==> src/rtl/snn_uart_byte_rx.sv <==
`default_nettype none
// ============================================================================
//  Module      : snn_uart_byte_rx
//  Description : UART 8N1 byte receiver for the SNN accelerator host link.
//                Emits a one-cycle valid pulse per framed byte and a
//                one-cycle pulse per framing error.
//  Revision    : 1.0 - initial release
// ============================================================================
module snn_uart_byte_rx #(
    parameter int BAUD_DIV = 868
) (
    input  logic       clk,
    input  logic       rst,
    input  logic       rx,
    output logic [7:0] rx_data,
    output logic       rx_rdy,
    output logic       frame_err,
    output logic       rx_busy
);

    localparam int c_CNT_W = (BAUD_DIV > 2) ? $clog2(BAUD_DIV) : 1;
    localparam logic [c_CNT_W-1:0] c_BAUD_FULL = c_CNT_W'(BAUD_DIV - 1);
    localparam logic [c_CNT_W-1:0] c_BAUD_HALF = c_CNT_W'(BAUD_DIV / 2 - 1);

    localparam logic [1:0] c_IDLE  = 2'd0;
    localparam logic [1:0] c_START = 2'd1;
    localparam logic [1:0] c_DATA  = 2'd2;
    localparam logic [1:0] c_STOP  = 2'd3;

    logic [1:0]         r_state;
    logic               r_rx_meta;
    logic               r_rx_s;
    logic               r_rx_d;
    logic [c_CNT_W-1:0] r_baud_cnt;
    logic [2:0]         r_bit_cnt;
    logic [7:0]         r_shreg;
    logic               w_tick;

    assign w_tick  = (r_baud_cnt == '0);
    assign rx_busy = (r_state != c_IDLE);

    always_ff @(posedge clk) begin
        if (rst) begin
            r_state    <= c_IDLE;
            r_rx_meta  <= 1'b1;
            r_rx_s     <= 1'b1;
            r_rx_d     <= 1'b1;
            r_baud_cnt <= '0;
            r_bit_cnt  <= 3'd0;
            r_shreg    <= 8'h00;
            rx_data    <= 8'h00;
            rx_rdy     <= 1'b0;
            frame_err  <= 1'b0;
        end else begin
            r_rx_meta <= rx;
            r_rx_s    <= r_rx_meta;
            r_rx_d    <= r_rx_s;
            rx_rdy    <= 1'b0;
            frame_err <= 1'b0;

            case (r_state)
                c_IDLE: begin
                    // Only a genuine 1->0 edge starts a frame, so a held-low break cannot retrigger.
                    if (r_rx_d && !r_rx_s) begin
                        r_state    <= c_START;
                        r_baud_cnt <= c_BAUD_HALF;
                    end
                end
                c_START: begin
                    if (w_tick) begin
                        if (!r_rx_s) begin
                            r_state    <= c_DATA;
                            r_baud_cnt <= c_BAUD_FULL;
                            r_bit_cnt  <= 3'd0;
                        end else begin
                            r_state <= c_IDLE;
                        end
                    end else begin
                        r_baud_cnt <= r_baud_cnt - 1'b1;
                    end
                end
                c_DATA: begin
                    if (w_tick) begin
                        r_shreg    <= {r_rx_s, r_shreg[7:1]};
                        r_baud_cnt <= c_BAUD_FULL;
                        if (r_bit_cnt == 3'd7) begin
                            r_state <= c_STOP;
                        end else begin
                            r_bit_cnt <= r_bit_cnt + 3'd1;
                        end
                    end else begin
                        r_baud_cnt <= r_baud_cnt - 1'b1;
                    end
                end
                c_STOP: begin
                    // Returning to IDLE at mid-stop-bit leaves half a bit to catch the next start edge.
                    if (w_tick) begin
                        if (r_rx_s) begin
                            rx_data <= r_shreg;
                            rx_rdy  <= 1'b1;
                        end else begin
                            frame_err <= 1'b1;
                        end
                        r_state <= c_IDLE;
                    end else begin
                        r_baud_cnt <= r_baud_cnt - 1'b1;
                    end
                end
                default: begin
                    r_state <= c_IDLE;
                end
            endcase
        end
    end

endmodule
`default_nettype wire

==> config.mk <==
export PLATFORM = sky130hd
export DESIGN_NAME = snn_uart_byte_rx
export DESIGN_NICKNAME = d
export VERILOG_FILES = /design/src/rtl/snn_uart_byte_rx.sv
export SDC_FILE = /design/constraint.sdc
export NUM_CORES = 1
export LEC_CHECK = 0
export ABC_AREA = 1
export BUFFER_PORTS_ARGS = -buffer_cell sky130_fd_sc_hd__buf_2
export CAP_MARGIN = 5
export CORE_MARGIN = 4
export CORE_UTILIZATION = 61
export CTS_CLUSTER_SIZE = 14
export DETAILED_ROUTE_END_ITERATION = 7
export HOLD_SLACK_MARGIN = 0.12
export PLACE_DENSITY = 0.89
export SLEW_MARGIN = 20
export SYNTH_ARGS = -nofsm -noshare
export SYNTH_HDL_FRONTEND = slang
export SYNTH_SLANG_ARGS = --single-unit
==> constraint.sdc <==
create_clock -name clk -period 2.3 [get_ports clk]
set_input_delay 0.115 -clock clk [delete_from_list [all_inputs] [get_ports clk]]
set_output_delay 0.115 -clock clk [all_outputs]
set_load 0.01 [all_outputs]
==> After elaboration in Yosys (flattened, before gate mapping) <==
Cells that the tools add are included.
{ "classes": {"addsub": 2, "n_eq_ne": 13, "muxes": 20, "n_bitwise": 2, "n_reduce_logical": 12} }
{ "op_table": {"columns": ["operator", "n"], "rows": [
  ["2-to-1 mux 10 bit", 5],
  ["one-hot mux 10 bit (4 select lines)", 1],
  ["inequality test 2 bit (second input constant)", 8],
  ["2-to-1 mux 2 bit", 6],
  ["2-to-1 mux 3 bit", 4],
  ["zero test 10 bit", 1],
  ["AND reduction 5 bit", 2],
  ["subtractor 10 x 1 -> 10 bit (second input constant)", 1],
  ["one-hot mux 2 bit (4 select lines)", 1],
  ["one-hot mux 3 bit (2 select lines)", 1],
  ["AND reduction 3 bit", 2],
  ["== test 2 bit (second input constant)", 2],
  ["nonzero test 2 bit", 2],
  ["adder 3 x 1 -> 3 bit (second input constant)", 1],
  ["== test 3 bit (second input constant)", 1],
  ["inequality test 3 bit (second input constant)", 1],
  ["OR reduction 3 bit", 1],
  ["== test 2 x 1 -> 1 bit (second input constant)", 1],
  ["zero test 2 bit", 1],
  ["2-to-1 mux 1 bit", 2],
  ["NOT 1 bit", 2],
  ["AND reduction 2 bit", 1],
  ["logical AND 1 bit", 1],
  ["zero test 1 bit", 1]
]} }
{ "word_totals": {"ff_bits": 36, "out_inout_bits": 11, "elab_cells": 59} }

==> Longest topological paths before layout <==
{ "depth": {"ltp_word": 4, "depth_mapped": 10} }

==> Worst setup path before layout <==
OpenSTA, ideal clock, no wires.
{ "synth_path": {"path_kind": "flip-flop to flip-flop", "startpoint": "reg r_state[0]", "endpoint": "reg r_bit_cnt[0]", "setup_time_ps": 116, "arrival_time_ps": 1298, "t_required_ps": 2184, "slack_ps": 886, "stages_incl_launch_ff": 8, "path_buffers": 0, "period_less_slack_ps": 1414, "path_cell_list": "dfxtp_1 > inv_1 > ha_1 > nor2_1 > nand3b_1 > nor2_1 > o21ai_0 > o211a_1"} }
{ "synth_via": {"elab_chain_cells": 3, "elab_cells_between_ends": 9, "cone_classes": "6 x eq/ne; 1 x mux; 2 x reduce/logical"} }
{ "synth_lines": {"columns": ["element", "line", "text"], "rows": [
  ["from (decl)", "30", "logic [1:0] r_state;"],
  ["from (signal assigned)", "44", "r_state <= c_IDLE;"],
  ["from (signal assigned)", "65", "r_state <= c_START;"],
  ["from (signal assigned)", "72", "r_state <= c_DATA;"],
  ["== test 2 bit / == test 2 x 1 -> 1 bit (equally long branches)", "61", "case (r_state)"],
  ["inequality test 2 bit (no source line) / nonzero test 2 bit (equally long branches)", null, null],
  ["AND reduction 5 bit (no source line)", null, null],
  ["to (signal assigned)", "89", "r_bit_cnt <= r_bit_cnt + 3'd1;"],
  ["to (decl)", "35", "logic [2:0] r_bit_cnt;"]
]} }
Parallel ways exist; a longest one is shown, timed or not.
A chain may end at the register's enable or synchronous reset.

==> Worst setup path in the final report <==
Same ends and word-level chain as after synthesis.

==> qor.csv <==
metric;value;unit
max_cap viols;0;
remaining global-route overflow;0;
CTS hold repair buffers;2;
internal power;0.979;mW
post-CTS setup buffer count;0;
post-DP HPWL;2360;um
Comb pwr share;0.316;
Critical Path, Cell by Cell;inv_1 > ha_1 > nor2_1 > nand3b_1 > nor2_1 > o21ai_0 > o211a_1;
Final Hold Viols;0;
RSZ-0062 raised after global routing;no;
sequential area share after synthesis;0.416;
# setup viols final;0;
design area;0.00190;mm2
syn avg cell area;7.51;um2
highest metal used;met4;
Seq cells post-synth;36;
power density over the cells;812;mW/mm2
Critical Path Sink Type;register;
FF+latch area;721;um2
clock sinks;36;
P_leak;0.866;nW
die width;61.3;um
Final ANT Viol Nets;0;
worst reg2reg path startpoint;r_state[0];
share of layout cells above drive strength 1;0.136;
Iteration-0 DRC Markers;66;
Inst Count DP;271;
worst slew pin tran;0.591;ns
worst stage delay on the critical path;0.37;ns
nets;261;
Hold Path Origin;r_rx_meta;
Relative slew margins;0.606;
initial antenna violation count;0;
Max Buffers Root-to-Sink;2;
Mapped Area;0.00173;mm2
status;complete, no violations;
placed cell areas;0.00181;mm2
sequential share of power;0.453;
Unique masters post-synth;25;
Initial Util;0.634;
diodes inserted;0;
core area;0.00273;mm2
Routed WL;3240;um
Final Max Tran Viols;0;
ranking of synthesized cells by area;dfxtp_1 (42%), nand2_1 (7.8%), a21oi_1 (7.5%);
Required @ worst endpoint;2.54;ns
Non-Filler Instances;281;
Critical Path AT;1.92;ns
GRT Overall Usage;0.198;
DRC violation count after routing;0;
P_sw;0.562;mW
Synth top area share;0.416;
total CTS buffers;5;
DIE AREA;0.00376;mm2
Mapped Cells;231;
Port Buffers;13;
area of the multi-input gates;855;um2
CTS tree;built;
met2 WL;1480;um
critical path's slowest cell;dfxtp_1;
fmax;596;MHz
first-pass GRT wire length;5450;um
total power;1.54;mW
Post-CTS Resized;0;
wire per inst;11.5;um
Final Skew;0.0131;ns
Crit Path Max Fanout;6;
DR pass1 iterations;4;
clock root buffer master;clkbuf_4;
Worst-path clk slew;0.10;ns
share of total power in the clock network;0.231;
Die Height;61.3;um
CP startpoint;r_state[0];
metal3 WL;167;um
via count;1521;
critical path's most frequent cell;nor2_1;
Syn Nets;243;
post-synth top area cell;dfxtp_1;
P&R area growth vs syn;9.38;%
fin worst setup slack;0.623;ns
# H-tree levels;2;
largest net degree at the start of global routing;26;
worst skew pair latency;0.35;ns
RePlAce Congestion;0.929;
Syn. warnings;0;
CP Launch Type;register;
crit path time final;1.68;ns
maximum VDD drop;0.000585;V
WL met1;1490;um
Fill cells;227;
vias in the first global route;1314;
# rows;19;
setup TNS;0;ns
crit share post-route;0.729;
I/O pin count;14;
hold crit path type;reg2reg;
critical path type;reg2reg;
Place WS;0.651;ns
vias per cell;5.41;
net switching fraction of the power;0.365;
==> worst max-delay path, delay by kind of cell, from the launching register on <==
family / cells / cell delay, ns
fa+ha+maj: 1 / 0.28
buf+inv: 1 / 0.12
simple gates: 3 / 0.53
compound gates: 2 / 0.27
flops: 1 / 0.37
==> final timing paths <==
check | slack, ns | cells after the start | endpoint
max | 0.62 | 7 | r_bit_cnt[0]
max reg2reg | 0.62 | 7 | r_bit_cnt[0]
min reg2reg | 0.42 | 1 | r_rx_s
min | 0.42 | 1 | r_rx_s
==> layout by cell type, fill, tap and decap left out, drive strengths merged, types with 5 or more instances in the layout <==
cell / Yosys / routed
inv: 36 / 36
nand3: 12 / 12
dfxtp: 36 / 36
nor2: 24 / 24
nand2: 38 / 38
o21ai: 27 / 27
buf: 1 / 13
ha: 9 / 9
nor3: 5 / 5
clkbuf: 3 / 7
a21oi: 27 / 27
==> per-layer routing <==
| metal | vias to the layer above | GRT usage |
|---|---|---|
| li1 | 782 | - |
| met1 | 690 | 0.232 |
| met2 | 36 | 0.316 |
| met3 | 13 | 0.0692 |
| met4 | 0 | 0.111 |
| met5 | - | 0 |
==> through the flow <==
stage                     utilization  hold WS [ns]
after global routing            0.694         0.446
after CTS                       0.694         0.423
after floorplan                     -         0.219
after detailed placement        0.664         0.301
final                           0.694         0.419
after global placement          0.664         0.300
==> power by group through the flow <==
stage                     Sequential [mW]  Clock [mW]  Combinational, mW
final                               0.698       0.356              0.487
after global routing                0.703       0.391              0.550
after CTS                           0.697       0.364              0.484
after detailed placement            0.711           0              0.481
after global placement              0.710           0              0.470
after floorplan                     0.702           0              0.399
==> logic make-up (layout without fill, tap and decap cells) <==
family / after synthesis / after routing / synth area share
simple gates: 86 / 86 / 0.240
fa+ha+maj: 9 / 9 / 0.0649
xor+xnor: 3 / 3 / 0.0152
flops: 36 / 36 / 0.416
compound gates: 57 / 57 / 0.172
buf+inv: 40 / 59 / 0.0916
==> flip-flops by register name, indices dropped and copies added, names as in the netlist, named ones only <==
name        count
frame_err       1
r_baud_cnt     10
r_bit_cnt       3
r_rx_d          1
r_rx_meta       1
r_rx_s          1
r_shreg         8
r_state         1
rx_data         8
rx_rdy          1
==> Yosys cell counts <==
library cell  instances
xor2_1                3
a21oi_1              26
or2_2                 3
buf_6                 1
ha_1                  9
o21ai_1               1
nor2_4                3
nand3b_1              2
nand2_4               2
nand3_4               1
nand2_1              36
nor3_1                5
nor2_1               20
o21ai_0              26
inv_2                 3
nor2_2                1
clkbuf_1              2
a21oi_2               1
nand3_1              11
o21bai_1              2
nand4_1               2
dfxtp_1              36
o211a_1               1
clkbuf_2              1
inv_1                33
==> area by class of cell <==
type                    count  share of cell area
inverters                  36              0.0712
flip-flops and latches     36               0.380
clock inverters             1             0.00396
well taps                  31              0.0204
repair buffers             15              0.0449
multi-input cells         155               0.451
clock buffers               7              0.0290
(Power assumes the default switching activity.)
